File: src/rtl/uart_rx_ovs_pkg.sv
`default_nettype none
// ============================================================================
//  Module   : uart_pkg
//  Purpose  : Shared encodings for the oversampling UART receiver: parity
//             mode codes, receive FSM states and error-flag bit positions.
//  Ports    : none (package)
//  Revision : 1.0 - initial release
// ============================================================================
package uart_pkg;

    // parity_mode encodings; 2'b11 is not listed and behaves as PAR_NONE
    localparam logic [1:0] PAR_NONE = 2'b00;
    localparam logic [1:0] PAR_EVEN = 2'b01;
    localparam logic [1:0] PAR_ODD  = 2'b10;

    // Bit positions inside the 3-bit per-word error field
    localparam int ERR_PAR = 0;
    localparam int ERR_FRM = 1;
    localparam int ERR_BRK = 2;

    typedef enum logic [2:0] {
        ST_IDLE    = 3'd0,
        ST_START   = 3'd1,
        ST_DATA    = 3'd2,
        ST_PARITY  = 3'd3,
        ST_STOP1   = 3'd4,
        ST_STOP2   = 3'd5,
        ST_WAIT_HI = 3'd6
    } rx_state_e;

endpackage
`default_nettype wire

File: src/rtl/uart_rx_fifo.sv
`default_nettype none
// ============================================================================
//  Module   : uart_rx_fifo
//  Purpose  : First-word-fall-through FIFO holding received words plus their
//             error flags. Reports level/full/empty and a sticky overrun.
//  Ports    : clk, rst_n          - clock, async active-low reset
//             i_push, i_wdata     - write request and word
//             i_pop               - pop head (ignored when empty)
//             o_rdata             - head word, zero while empty
//             o_empty, o_full     - occupancy flags
//             o_level             - number of stored words
//             o_overrun           - sticky: a push was dropped
//             i_overrun_clr       - clears o_overrun (a new drop wins)
//  Revision : 1.0 - initial release
// ============================================================================
module uart_rx_fifo #(
    parameter int WIDTH   = 12,
    parameter int DEPTH   = 8,
    parameter int LEVEL_W = $clog2(DEPTH + 1)
) (
    input  wire logic               clk,
    input  wire logic               rst_n,
    input  wire logic               i_push,
    input  wire logic [WIDTH-1:0]   i_wdata,
    input  wire logic               i_pop,
    output logic      [WIDTH-1:0]   o_rdata,
    output logic                    o_empty,
    output logic                    o_full,
    output logic      [LEVEL_W-1:0] o_level,
    output logic                    o_overrun,
    input  wire logic               i_overrun_clr
);

    localparam int c_ptr_w = $clog2(DEPTH);

    // Pointers carry one extra wrap bit so full and empty are distinguishable
    logic [c_ptr_w:0] r_wr_ptr;
    logic [c_ptr_w:0] r_rd_ptr;
    logic [WIDTH-1:0] r_mem [DEPTH];
    logic             r_overrun;

    logic             w_empty;
    logic             w_full;
    logic             w_pop;
    logic             w_wr;
    logic             w_drop;
    logic [c_ptr_w:0] w_diff;

    assign w_empty = (r_wr_ptr == r_rd_ptr);
    assign w_full  = (r_wr_ptr[c_ptr_w] != r_rd_ptr[c_ptr_w]) &&
                     (r_wr_ptr[c_ptr_w-1:0] == r_rd_ptr[c_ptr_w-1:0]);
    assign w_pop   = i_pop & ~w_empty;
    // A pop in the same cycle frees the slot, so a push into a full FIFO
    // still succeeds in that case.
    assign w_wr    = i_push & (~w_full | w_pop);
    assign w_drop  = i_push & w_full & ~w_pop;
    assign w_diff  = r_wr_ptr - r_rd_ptr;

    always_ff @(posedge clk or negedge rst_n) begin
        if (!rst_n) begin
            r_wr_ptr  <= '0;
            r_rd_ptr  <= '0;
            r_overrun <= 1'b0;
        end else begin
            if (w_wr) begin
                r_wr_ptr <= r_wr_ptr + (c_ptr_w + 1)'(1);
            end
            if (w_pop) begin
                r_rd_ptr <= r_rd_ptr + (c_ptr_w + 1)'(1);
            end
            if (w_drop) begin
                r_overrun <= 1'b1;
            end else if (i_overrun_clr) begin
                r_overrun <= 1'b0;
            end
        end
    end

    // Storage needs no reset: the head is masked while empty
    always_ff @(posedge clk) begin
        if (w_wr) begin
            r_mem[r_wr_ptr[c_ptr_w-1:0]] <= i_wdata;
        end
    end

    assign o_rdata   = w_empty ? '0 : r_mem[r_rd_ptr[c_ptr_w-1:0]];
    assign o_empty   = w_empty;
    assign o_full    = w_full;
    assign o_level   = LEVEL_W'(w_diff);
    assign o_overrun = r_overrun;

endmodule
`default_nettype wire

File: src/rtl/uart_rx_ovs.sv
`default_nettype none
// ============================================================================
//  Module   : uart_rx_ovs
//  Purpose  : Oversampling UART receiver (5..DATA_W_MAX data bits, optional
//             even/odd parity, 1 or 2 stop bits) with a receive FIFO and
//             per-word parity/framing/break flags.
//  Ports    : PCLK, PRESETn                - clock, async active-low reset
//             en                           - receiver enable
//             baud_div                     - PCLK cycles per tick, minus 1
//             data_bits, parity_mode,
//             stop_bits                    - frame format, latched at start
//             rxd                          - serial input, idle high
//             rd_en, rd_data, rd_err       - FIFO pop / head word / flags
//             empty, full, level           - FIFO status
//             overrun, overrun_clr         - sticky drop flag and clear
//             busy                         - receiver not idle
//  Revision : 1.0 - initial release
// ============================================================================
module uart_rx_ovs
    import uart_pkg::*;
#(
    parameter int DATA_W_MAX = 9,
    parameter int OVS        = 16,
    parameter int FIFO_DEPTH = 8,
    parameter int BAUD_DIV_W = 16
) (
    input  wire logic                            PCLK,
    input  wire logic                            PRESETn,
    input  wire logic                            en,
    input  wire logic [BAUD_DIV_W-1:0]           baud_div,
    input  wire logic [3:0]                      data_bits,
    input  wire logic [1:0]                      parity_mode,
    input  wire logic                            stop_bits,
    input  wire logic                            rxd,
    input  wire logic                            rd_en,
    output logic      [DATA_W_MAX-1:0]           rd_data,
    output logic      [2:0]                      rd_err,
    output logic                                 empty,
    output logic                                 full,
    output logic      [$clog2(FIFO_DEPTH+1)-1:0] level,
    output logic                                 overrun,
    input  wire logic                            overrun_clr,
    output logic                                 busy
);

    localparam int              c_cnt_w    = $clog2(OVS);
    localparam logic [c_cnt_w-1:0] c_ovs_last = c_cnt_w'(OVS - 1);
    localparam logic [c_cnt_w-1:0] c_ovs_mid  = c_cnt_w'(OVS / 2 - 1);
    localparam logic [3:0]      c_dw_max   = 4'(DATA_W_MAX);

    logic                  r_rxd_meta;
    logic                  r_rxs;
    logic                  r_rxs_prev;
    logic [BAUD_DIV_W-1:0] r_baud_cnt;
    rx_state_e             r_state;
    logic [c_cnt_w-1:0]    r_ovs_cnt;
    logic [3:0]            r_bit_cnt;
    logic [DATA_W_MAX-1:0] r_shift;
    logic                  r_par_acc;
    logic                  r_par_err;
    logic                  r_frm;
    logic                  r_all_zero;
    logic [3:0]            r_cfg_bits;
    logic [1:0]            r_cfg_par;
    logic                  r_cfg_stop2;

    rx_state_e             w_next;
    logic                  w_tick;
    logic                  w_fall;
    logic                  w_sample;
    logic                  w_start;
    logic                  w_push;
    logic                  w_frm_final;
    logic                  w_brk;
    logic [3:0]            w_bits_clamped;
    logic [1:0]            w_par_norm;
    logic [2:0]            w_err;

    // ---------------- input synchroniser ----------------
    always_ff @(posedge PCLK or negedge PRESETn) begin
        if (!PRESETn) begin
            r_rxd_meta <= 1'b1;
            r_rxs      <= 1'b1;
            r_rxs_prev <= 1'b1;
        end else begin
            r_rxd_meta <= rxd;
            r_rxs      <= r_rxd_meta;
            r_rxs_prev <= r_rxs;
        end
    end

    // ---------------- oversample tick generator ----------------
    assign w_tick = en && (r_baud_cnt == '0);

    always_ff @(posedge PCLK or negedge PRESETn) begin
        if (!PRESETn) begin
            r_baud_cnt <= '0;
        end else if (!en || (r_baud_cnt == '0)) begin
            r_baud_cnt <= baud_div;
        end else begin
            r_baud_cnt <= r_baud_cnt - BAUD_DIV_W'(1);
        end
    end

    // ---------------- frame decode ----------------
    assign w_bits_clamped = ((data_bits < 4'd5) || (data_bits > c_dw_max)) ? c_dw_max : data_bits;
    assign w_par_norm     = ((parity_mode == PAR_EVEN) || (parity_mode == PAR_ODD)) ? parity_mode : PAR_NONE;
    assign w_fall         = r_rxs_prev & ~r_rxs;
    // The start bit is checked half a bit in; every later sample is a full
    // bit period after the previous one, landing on bit centres.
    assign w_sample       = w_tick && (r_ovs_cnt == ((r_state == ST_START) ? c_ovs_mid : c_ovs_last));
    // Evaluated at the final stop sample, folding in the current rxs
    assign w_frm_final    = r_frm | ~r_rxs;
    assign w_brk          = r_all_zero & ~r_rxs;

    always_ff @(posedge PCLK or negedge PRESETn) begin
        if (!PRESETn) begin
            r_state <= ST_IDLE;
        end else begin
            r_state <= w_next;
        end
    end

    always_comb begin
        w_next  = r_state;
        w_push  = 1'b0;
        w_start = 1'b0;
        case (r_state)
            ST_IDLE: begin
                if (w_fall) begin
                    w_next  = ST_START;
                    w_start = 1'b1;
                end
            end
            ST_START: begin
                if (w_sample) begin
                    w_next = r_rxs ? ST_IDLE : ST_DATA;
                end
            end
            ST_DATA: begin
                if (w_sample && (r_bit_cnt == r_cfg_bits - 4'd1)) begin
                    w_next = (r_cfg_par != PAR_NONE) ? ST_PARITY : ST_STOP1;
                end
            end
            ST_PARITY: begin
                if (w_sample) begin
                    w_next = ST_STOP1;
                end
            end
            ST_STOP1: begin
                if (w_sample) begin
                    if (r_cfg_stop2) begin
                        w_next = ST_STOP2;
                    end else begin
                        w_push = 1'b1;
                        w_next = w_frm_final ? ST_WAIT_HI : ST_IDLE;
                    end
                end
            end
            ST_STOP2: begin
                if (w_sample) begin
                    w_push = 1'b1;
                    w_next = w_frm_final ? ST_WAIT_HI : ST_IDLE;
                end
            end
            ST_WAIT_HI: begin
                // A held-low line must not restart a frame until it idles
                if (r_rxs) begin
                    w_next = ST_IDLE;
                end
            end
            default: w_next = ST_IDLE;
        endcase
        if (!en) begin
            w_next  = ST_IDLE;
            w_push  = 1'b0;
            w_start = 1'b0;
        end
    end

    // ---------------- receive datapath ----------------
    always_ff @(posedge PCLK or negedge PRESETn) begin
        if (!PRESETn) begin
            r_ovs_cnt   <= '0;
            r_bit_cnt   <= '0;
            r_shift     <= '0;
            r_par_acc   <= 1'b0;
            r_par_err   <= 1'b0;
            r_frm       <= 1'b0;
            r_all_zero  <= 1'b1;
            r_cfg_bits  <= c_dw_max;
            r_cfg_par   <= PAR_NONE;
            r_cfg_stop2 <= 1'b0;
        end else if (w_start) begin
            r_ovs_cnt   <= '0;
            r_bit_cnt   <= '0;
            r_shift     <= '0;
            r_par_acc   <= 1'b0;
            r_par_err   <= 1'b0;
            r_frm       <= 1'b0;
            r_all_zero  <= 1'b1;
            r_cfg_bits  <= w_bits_clamped;
            r_cfg_par   <= w_par_norm;
            r_cfg_stop2 <= stop_bits;
        end else if (w_tick && (r_state inside {ST_START, ST_DATA, ST_PARITY, ST_STOP1, ST_STOP2})) begin
            r_ovs_cnt <= w_sample ? '0 : r_ovs_cnt + c_cnt_w'(1);
            if (w_sample) begin
                case (r_state)
                    ST_DATA: begin
                        r_shift[r_bit_cnt] <= r_rxs;
                        r_par_acc          <= r_par_acc ^ r_rxs;
                        r_all_zero         <= r_all_zero & ~r_rxs;
                        r_bit_cnt          <= r_bit_cnt + 4'd1;
                    end
                    ST_PARITY: begin
                        // Even: data^parity must be 0; odd: must be 1
                        r_par_err  <= (r_par_acc ^ r_rxs) != (r_cfg_par == PAR_ODD);
                        r_all_zero <= r_all_zero & ~r_rxs;
                    end
                    ST_STOP1: begin
                        r_frm      <= ~r_rxs;
                        r_all_zero <= r_all_zero & ~r_rxs;
                    end
                    default: ;
                endcase
            end
        end
    end

    always_comb begin
        w_err          = 3'b000;
        w_err[ERR_PAR] = r_par_err;
        w_err[ERR_FRM] = w_frm_final;
        w_err[ERR_BRK] = w_brk;
    end

    // ---------------- receive FIFO ----------------
    logic [DATA_W_MAX+2:0] w_fifo_rdata;

    uart_rx_fifo #(
        .WIDTH   (DATA_W_MAX + 3),
        .DEPTH   (FIFO_DEPTH),
        .LEVEL_W ($clog2(FIFO_DEPTH + 1))
    ) u_fifo (
        .clk           (PCLK),
        .rst_n         (PRESETn),
        .i_push        (w_push),
        .i_wdata       ({w_err, r_shift}),
        .i_pop         (rd_en),
        .o_rdata       (w_fifo_rdata),
        .o_empty       (empty),
        .o_full        (full),
        .o_level       (level),
        .o_overrun     (overrun),
        .i_overrun_clr (overrun_clr)
    );

    assign rd_data = w_fifo_rdata[DATA_W_MAX-1:0];
    assign rd_err  = w_fifo_rdata[DATA_W_MAX+2:DATA_W_MAX];
    assign busy    = (r_state != ST_IDLE);

endmodule
`default_nettype wire
File: config.mk
export PLATFORM = sky130hd
export DESIGN_NAME = uart_rx_ovs
export DESIGN_NICKNAME = d
export VERILOG_FILES = /design/src/rtl/uart_rx_ovs_pkg.sv /design/src/rtl/uart_rx_fifo.sv /design/src/rtl/uart_rx_ovs.sv
export SDC_FILE = /design/constraint.sdc
export NUM_CORES = 1
export LEC_CHECK = 0
export ABC_AREA = 1
export ABC_CLOCK_PERIOD_IN_PS = 3500
export BUFFER_PORTS_ARGS = -buffer_cell sky130_fd_sc_hd__buf_4
export CAP_MARGIN = 20
export CORE_ASPECT_RATIO = 1.4
export CORE_UTILIZATION = 34
export DETAILED_ROUTE_END_ITERATION = 8
export PLACE_DENSITY_LB_ADDON = 0.15
export SLEW_MARGIN = 20
export SYNTH_ARGS = -nofsm -noshare
export SYNTH_HDL_FRONTEND = slang
export SYNTH_SLANG_ARGS = --single-unit
File: constraint.sdc
create_clock -name PCLK -period 3.5 [get_ports PCLK]
set_input_delay 0.7 -clock PCLK [delete_from_list [all_inputs] [get_ports PCLK]]
set_output_delay 0.7 -clock PCLK [all_outputs]
set_load 0.1 [all_outputs]
==> results.yml, run 1 <==
run_status:
  status: "completed"
sta:
  grt_setup_unrepaired: "no"
  slew_viol_final: 0
  tightest_slew_ps: 763
  skew_ps: 12.7
  fin_tns_setup_ps: 0
  min_period_over_period_pct: 88.7
  setup_viol: 0
  setup_slack_ps: 395
  period_needed_ps: 3110
  fmax_mhz: 322
  slew-limit-headroom_pct: 49.2
  hold_viol: 0
pwr:
  total_power_uw: 7080
  ir_drop_mv: 0.654
  powerDensity_mw_per_mm2: 827
  leakage_uw: 0.00340
synthesis:
  synth_ff_type: "edfxtp_1"
  ys_top_cells_by_count: "122 x nor2_1, 110 x nand2_1, 98 x o21ai_0, 96 x edfxtp_1, 59 x inv_1"
  syn_inst: 747
  synth_top_area_share_pct: 39.5
  yosysSeqAreaShare_pct: 59.8
  synthArstFlopShare_pct: 38.1
  yosysMostFrequentCell: "nor2_1"
  ys_types: 36
  yosysTopAreaCell: "edfxtp_1"
  yosysWarningCount: 0
  avgSynthCellArea_um2: 9.78
  syn_area_mm2: 0.00730
  synthesis.nets: 790
  synth_edf_count: 96
  synthTopCellsByArea: "edfxtp_1 39%, dfrtp_1 18%, o21ai_0 6.7%"
  synth_seq_cells: 155
drt:
  wl_met3_um: 441
  via_per_inst: 4.99
  m1WireLength_um: 7270
  antenna_left: 0
  vias: 5361
  finalWirelength_um: 16500
  drt_iter0_drc: 324
  wire_per_inst_um: 15.4
  top_layer: "met4"
  drcViolationCount: 0
  wl_met2_um: 8620
  firstDrtPassIters: 4
clocking:
  cts_setup_buffers: 0
  clkSinkCount: 155
  ctsRootBufferMaster: "clkbuf_16"
  cts_buffers: 17
  holdBufCountCts: 0
  clkSlewWorstSetupHoldPaths_ps: 70
  tritoncts: "yes"
  ctsResizeCount: 0
  clk_latency_ps: 430
  clock_path_buffers: 2
  htreeDepth: 4
placement:
  place_congestion: 0.847
  portBuffers: 48
  dp.cells: 1043
  dp_slack_ps: 786
  dpl.hpwl_um: 11000
floorplan:
  core_mm2: 0.0211
  dieArea_mm2: 0.0221
  ios: 49
  start_util_pct: 34.6
  die_w_um: 126
  rows: 63
  die_h_um: 175
final_layout:
  instances_no_fill: 1075
  num_antenna_cells: 0
  layout.nets: 845
  syn_to_final_growth_pct: 17.2
  drive_gt1_share_pct: 17.5
setup_path:
  end_kind: "output pin"
  required_ps: 2800
  cp_max_fo: 12
  critical_path.startpoint_type: "flop"
  arrival_ps: 2410
  critPathKind: "reg -> out"
  r2r_cells: 11
global_routing:
  antenna_found_initial: 0
  grt_pass1_vias: 5469
  grt_first_pass_wirelength_um: 27700
  grt.total_usage_pct: 16.2
  grt_remaining_overflow: 0
  grt_start_max_net_pins: 60
job:
  cap_violations: 0
hold_path:
  hold_path_class: "in -> async"
-- per-layer routing --
| layer | vias to the layer above | GRT usage (%) |
|---|---|---|
| li1 | 2664 | - |
| met1 | 2585 | 19.5 |
| met2 | 93 | 28.8 |
| met3 | 19 | 3.14 |
| met4 | 0 | 5.92 |
| met5 | - | 0 |
-- logic make-up (layout without fill, tap and decap cells) --
group,count (synthesis),count (layout),share of synthesized area (%)
compound gates,158,158,11.8
xor+xnor,21,21,2.52
fa+ha+maj,14,14,2.50
buf+inv,90,158,4.88
flops,155,155,59.8
simple gates,309,309,18.5
-- flip-flops by register name, summed over array words and instances (netlist names), 2 cells and up --
name	count
r_shift	9
r_cfg_bits	4
r_baud_cnt	16
r_bit_cnt	4
r_ovs_cnt	4
r_state	3
u_fifo.r_mem	96
r_cfg_par	2
u_fifo.r_rd_ptr	4
u_fifo.r_wr_ptr	4
-- where the power goes --
part | switching [uW] | total (uW) | internal (uW)
registers | 121 | 2200 | 2080
clock network | 770 | 1680 | 915
logic | 2430 | 3190 | 765
-- worst paths after layout --
check | from | to | slack [ps]
worst max register to register | r_baud_cnt[0]$_DFF_PN0_ | u_fifo.r_mem[2][7]$_DFFE_PP_ | 1120
worst max-delay path | u_fifo.r_wr_ptr[0]$_DFFE_PN0P_ | rd_err[1] | 390
worst min register to register | r_rxd_meta$_DFF_PN1_ | r_rxs$_DFF_PN1_ | 360
max in group asynchronous | PRESETn | r_par_err$_DFFE_PN0P_ | 2640
worst min-delay path | PRESETn | r_baud_cnt[7]$_DFF_PN0_ | 350
min in group PCLK | r_rxd_meta$_DFF_PN1_ | r_rxs$_DFF_PN1_ | 360
-- cell type report --
type	count	area [um^2]
fill	2115	12600
sequential	155	4370
multi-input combinational	502	2620
timing repair buffer	63	473
clock buffer	17	425
tap	260	325
inverter	63	236
clock inverter	15	113
-- cell usage in the layout, fill, tap and decap left out, drive strengths merged --
master / n
clkbuf: 17
ha: 13
edfxtp: 96
nand3b: 1
o31ai: 1
o22ai: 26
nand3: 43
dfstp: 6
nor2: 130
or2: 1
nand2: 117
a31oi: 4
inv: 67
clkinv: 8
fa: 1
xor2: 13
nand4: 10
clkinvlp: 3
o221ai: 1
o21ai: 118
nor3: 7
a21oi: 8
buf: 63
dfrtp: 53
xnor2: 8
-- stage by stage --
step / util (%) / hold WS (ps) / area (um^2)
CTS: 40.5 / 356 / 8560
global route: 40.5 / 358 / 8560
finish: 40.5 / 346 / 8560
detailed placement: 38.0 / 347 / 8020
floorplan: - / 345 / 7340
global placement: 38.0 / 345 / 8020
-- worst max-delay path, stage by stage, from the launching register on --
cell	delay, ps
dfrtp_1	410
inv_1	140
ha_1	260
nand3_1	120
nor2_2	70
inv_1	340
o21ai_0	220
nor2_2	120
buf_4	290
Note: power is estimated with default switching activity, not from simulation.
==> inputs of run 2 (changes only) <==
ABC_CLOCK_PERIOD_IN_PS = 2700   (was 3500)
PLACE_DENSITY_LB_ADDON = 0.1   (was 0.15)
clock period = 2.7 ns   (was 3.5 ns; I/O delays follow)
==> run 2 against run 1 <==
Against the previous run: sequential power rose by 29%; core utilization rose by 1.4 points; die area did not move; clock power rose by 42%; critical path depth did not move; total power rose by 39%; sequential share of layout area fell by 1.6 points; setup slack got worse by 310 ps; global-route usage rose by 0.069 points; critical path type unchanged; worst hold slack got worse by 170 ps; clock-buffer cell count rose by 1; final cell count rose by 0.28%.
==> results.yml, run 2 (synthesized netlist as in run 1, its figures left out) <==
clocking:
  ctsResizeCount: 7
  clkSinkCount: 155
  tritoncts: "yes"
  clk_latency_ps: 430
  cts_buffers: 17
  htreeDepth: 4
  holdBufCountCts: 0
  cts_setup_buffers: 0
  clkSlewWorstSetupHoldPaths_ps: 70
  clock_path_buffers: 2
  ctsRootBufferMaster: "clkbuf_16"
sta:
  period_needed_ps: 2620
  slew_viol_final: 0
  grt_setup_unrepaired: "yes"
  slew-limit-headroom_pct: 48.2
  min_period_over_period_pct: 97.0
  setup_viol: 0
  fin_tns_setup_ps: 0
  tightest_slew_ps: 777
  fmax_mhz: 382
  skew_ps: 13.5
  hold_viol: 0
global_routing:
  grt_pass1_vias: 5367
  grt.total_usage_pct: 16.3
  grt_first_pass_wirelength_um: 27600
  met2_usage_pct: 29.1
  grt_remaining_overflow: 0
  gr-usage-met1_pct: 19.8
  grt_start_max_net_pins: 60
  use_met3_pct: 3.05
  busiest_layer: "met2"
  antenna_found_initial: 0
floorplan:
  die_h_um: 175
  die_w_um: 126
  rows: 63
  start_util_pct: 34.6
  core_mm2: 0.0211
  dieArea_mm2: 0.0221
  ios: 49
pwr:
  total_power_uw: 9850
  power.switching_uw: 4490
  p_comb_share_pct: 46.8
  seq_power_share_pct: 28.9
  powerDensity_mw_per_mm2: 1110
  ir_drop_mv: 0.704
  leakage_uw: 0.00350
  switching_share_pct: 45.6
  pwr-share-clk_pct: 24.3
  p_int_uw: 5360
final_layout:
  most-common-layout-cells: "110 x nand2_1, 108 x nor2_1, 96 x edfxtp_1"
  num_antenna_cells: 0
  syn_to_final_growth_pct: 21.2
  drive_gt1_share_pct: 19.2
  largest_reg_flops: 96
  layout.nets: 848
  final_common_cell: "nand2_1"
drt:
  wire_per_inst_um: 15.7
  drt_iter0_drc: 361
  antenna_left: 0
  finalWirelength_um: 16900
  via_per_inst: 4.93
  drcViolationCount: 0
  vias: 5314
  firstDrtPassIters: 4
setup_path:
  r2r_end: "u_fifo.r_mem[5][5]$_DFFE_PP_"
  critical_path.startpoint_type: "flop"
  required_ps: 2160
  rr_startpoint: "r_baud_cnt[0]$_DFF_PN0_"
  reg2reg_setup_slack_ps: 390
  cp_max_fo: 12
  end_kind: "output pin"
  critPathKind: "reg -> out"
  arrival_ps: 2080
  r2r_cells: 11
placement:
  portBuffers: 48
  dpl.hpwl_um: 11100
  place_congestion: 0.820
job:
  cap_violations: 0
hold_path:
  hold_path_class: "in -> async"
run_status:
  status: "completed"
-- run 2: how the worst max path moves through the flow --
stage                                               from  depth (start not counted)  slack [ps]          to
after floorplan           u_fifo.r_rd_ptr[1]$_DFFE_PN0P_                          9         -90  rd_data[1]
after global placement    u_fifo.r_wr_ptr[0]$_DFFE_PN0P_                          8         290  rd_data[1]
after detailed placement  u_fifo.r_wr_ptr[0]$_DFFE_PN0P_                          8         250  rd_data[0]
after CTS                 u_fifo.r_wr_ptr[0]$_DFFE_PN0P_                          8          20  rd_data[7]
after global routing      u_fifo.r_wr_ptr[0]$_DFFE_PN0P_                          8         -30   rd_err[2]
final                     u_fifo.r_wr_ptr[0]$_DFFE_PN0P_                          8          80  rd_data[0]
-- run 2: stage by stage --
step / util [%] / instance area [um^2] / hold slack (ps) / std cells / setup WS, ps
3_5_place_dp: 38.8 / 8190 / 347 / 1046 / 251
4_1_cts: 41.7 / 8800 / 198 / 1078 / 23.5
5_1_grt: 41.9 / 8850 / 192 / 1078 / -34.7
3_3_place_gp: 38.8 / 8190 / 348 / 1046 / 294
2_1_floorplan: - / 7470 / 244 / 747 / -92.4
6_report: 41.9 / 8850 / 181 / 1078 / 82.1
-- run 2: area by class of cell --
cell class | count | area [um^2]
clock buffer | 18 | 429
clock inverter | 14 | 161
fill | 2110 | 12300
inverter | 63 | 241
multi-input combinational | 502 | 2740
sequential | 155 | 4370
tap | 260 | 325
timing repair buffer | 66 | 584
-- run 2: worst max-delay path, cell delays in order (launching register included) --
cell	delay, ps
dfrtp_1	410
inv_1	130
ha_1	270
nand3_2	120
nor2_4	60
inv_6	150
o21ai_0	170
nor2_4	130
buf_8	200
-- run 2: layer usage --
layer,share of wire (%),vias up,wire length (um)
met3,3.7,4,624
met5,0,-,0
met2,53,98,8910
li1,-,2672,-
met1,43,2540,7250
met4,0.57,0,97
-- run 2: power by group through the flow --
stage / clock (uW) / combinational, uW / sequential (uW)
4_1_cts: 2450 / 4530 / 2840
3_3_place_gp: 0 / 4420 / 2890
6_report: 2390 / 4620 / 2840
5_1_grt: 2550 / 4950 / 2880
3_5_place_dp: 0 / 4470 / 2890
2_1_floorplan: 0 / 3530 / 2860
==> inputs of run 3 (changes only) <==
CTS_BUF_LIST = sky130_fd_sc_hd__clkbuf_16   (was unset)
==> run 3 against run 2 <==
Against the previous run: routed wire length unchanged; sequential share of layout area stayed put; critical path type unchanged; clock-buffer cell count fell by 1; highest routed layer unchanged; largest power group unchanged; core utilization stayed put.
==> results.yml, run 3 (synthesized netlist as in run 1, its figures left out) <==
clocking:
  clkSlewWorstSetupHoldPaths_ps: 70
  clock_path_buffers: 2
  tritoncts: "yes"
  ctsRootBufferMaster: "clkbuf_16"
  clk_latency_ps: 430
  holdBufCountCts: 0
  cts_buffers: 17
  clkSinkCount: 155
  htreeDepth: 4
drt:
  wl_met3_um: 624
  wire_per_inst_um: 15.7
  drcViolationCount: 0
  antenna_left: 0
  finalWirelength_um: 16900
  firstDrtPassIters: 4
  wl_met2_um: 8910
  vias: 5314
  top_layer: "met4"
  drt_iter0_drc: 361
  via_per_inst: 4.93
  m1WireLength_um: 7250
final_layout:
  fin_util_pct: 41.9
  most-common-layout-cells: "110 x nand2_1, 108 x nor2_1, 96 x edfxtp_1"
  largest_reg_flops: 96
  drive_gt1_share_pct: 19.2
  final_common_cell: "nand2_1"
  post-route-cell-area_mm2: 0.00885
  layout.nets: 848
  syn_to_final_growth_pct: 21.2
  num_antenna_cells: 0
setup_path:
  cp_slowest_stage_delay_ps: 410
  rr_startpoint: "r_baud_cnt[0]$_DFF_PN0_"
  critPathKind: "reg -> out"
  end_kind: "output pin"
  critPathSlowestCell: "dfrtp_1"
  r2r_cells: 11
  cp_num_cells: 8
  required_ps: 2160
  reg2reg_setup_slack_ps: 390
  cpMostUsedCell: "nor2_4"
  critical_path.startpoint_type: "flop"
  cp_max_fo: 12
  critPathBufInv: 3
  cp_top_family: "buffers and inverters"
  worstPathCellList: "inv_1 > ha_1 > nand3_2 > nor2_4 > inv_6 > o21ai_0 > nor2_4 > buf_8"
  cp-startpoint: "u_fifo.r_wr_ptr[0]$_DFFE_PN0P_"
  arrival_ps: 2080
placement:
  dp_slack_ps: 251
  place_congestion: 0.820
  placed_cell_area_mm2: 0.00819
  dpl.hpwl_um: 11100
  portBuffers: 48
floorplan:
  start_util_pct: 34.6
  die_h_um: 175
  rows: 63
  die_w_um: 126
  core_mm2: 0.0211
  ios: 49
  dieArea_mm2: 0.0221
pwr:
  powerDensity_mw_per_mm2: 1110
  leakage_uw: 0.00351
  total_power_uw: 9850
  ir_drop_mv: 0.704
global_routing:
  grt_start_max_net_pins: 60
  grt.total_usage_pct: 16.3
  grt_pass1_vias: 5367
  grt_first_pass_wirelength_um: 27600
  grt_remaining_overflow: 0
  antenna_found_initial: 0
sta:
  period_needed_ps: 2620
  setup_viol: 0
  fmax_mhz: 382
  worst_hold_slack_ps: 181
  grt_setup_unrepaired: "yes"
  skew_ps: 13.5
  setup_slack_ps: 82.1
  slew_viol_final: 0
  slew-limit-headroom_pct: 48.2
  tightest_slew_ps: 777
  hold_viol: 0
  min_period_over_period_pct: 97.0
run_status:
  status: "completed"
hold_path:
  hold_path_class: "in -> async"
job:
  cap_violations: 0
-- run 3: stage by stage --
step,instances,setup TNS (ps)
after CTS,1078,0
after floorplan,747,-293
after global routing,1078,-71.2
final,1078,0
after detailed placement,1046,0
after global placement,1046,0
-- run 3: worst paths after layout --
path | end
setup / recovery | rd_data[0]
hold / removal | r_baud_cnt[7]$_DFF_PN0_
setup reg to reg | u_fifo.r_mem[5][5]$_DFFE_PP_
hold reg to reg | r_rxs$_DFF_PN1_
max in group asynchronous | u_fifo.r_rd_ptr[1]$_DFFE_PN0P_
min in group PCLK | r_rxd_meta$_DFF_PN1_
-- run 3: what timing repair did --
action,in CTS,in global routing
cloned,0,0
endpoints found under the setup margin,12,11
gates resized for setup,7,14
pin swaps,0,0
buffers inserted,0,0
-- run 3: cell type report --
type	count	area [um^2]
clock buffer	17	425
clock inverter	15	165
fill	2110	12300
inverter	63	241
multi-input combinational	502	2740
sequential	155	4370
tap	260	325
timing repair buffer	66	584
-- run 3: where the power goes --
| group | switching [uW] | leakage [uW] | internal [uW] | total [uW] |
|---|---|---|---|---|
| Sequential | 149 | 0.00160 | 2700 | 2840 |
| Combinational | 3330 | 0.00162 | 1280 | 4620 |
| Clock | 1010 | 0.000288 | 1380 | 2390 |
-- run 3: metal layers --
metal,vias up,track usage (%)
li1,2672,-
met1,2540,19.8
met2,98,29.1
met3,4,3.05
met4,0,5.17
met5,-,0
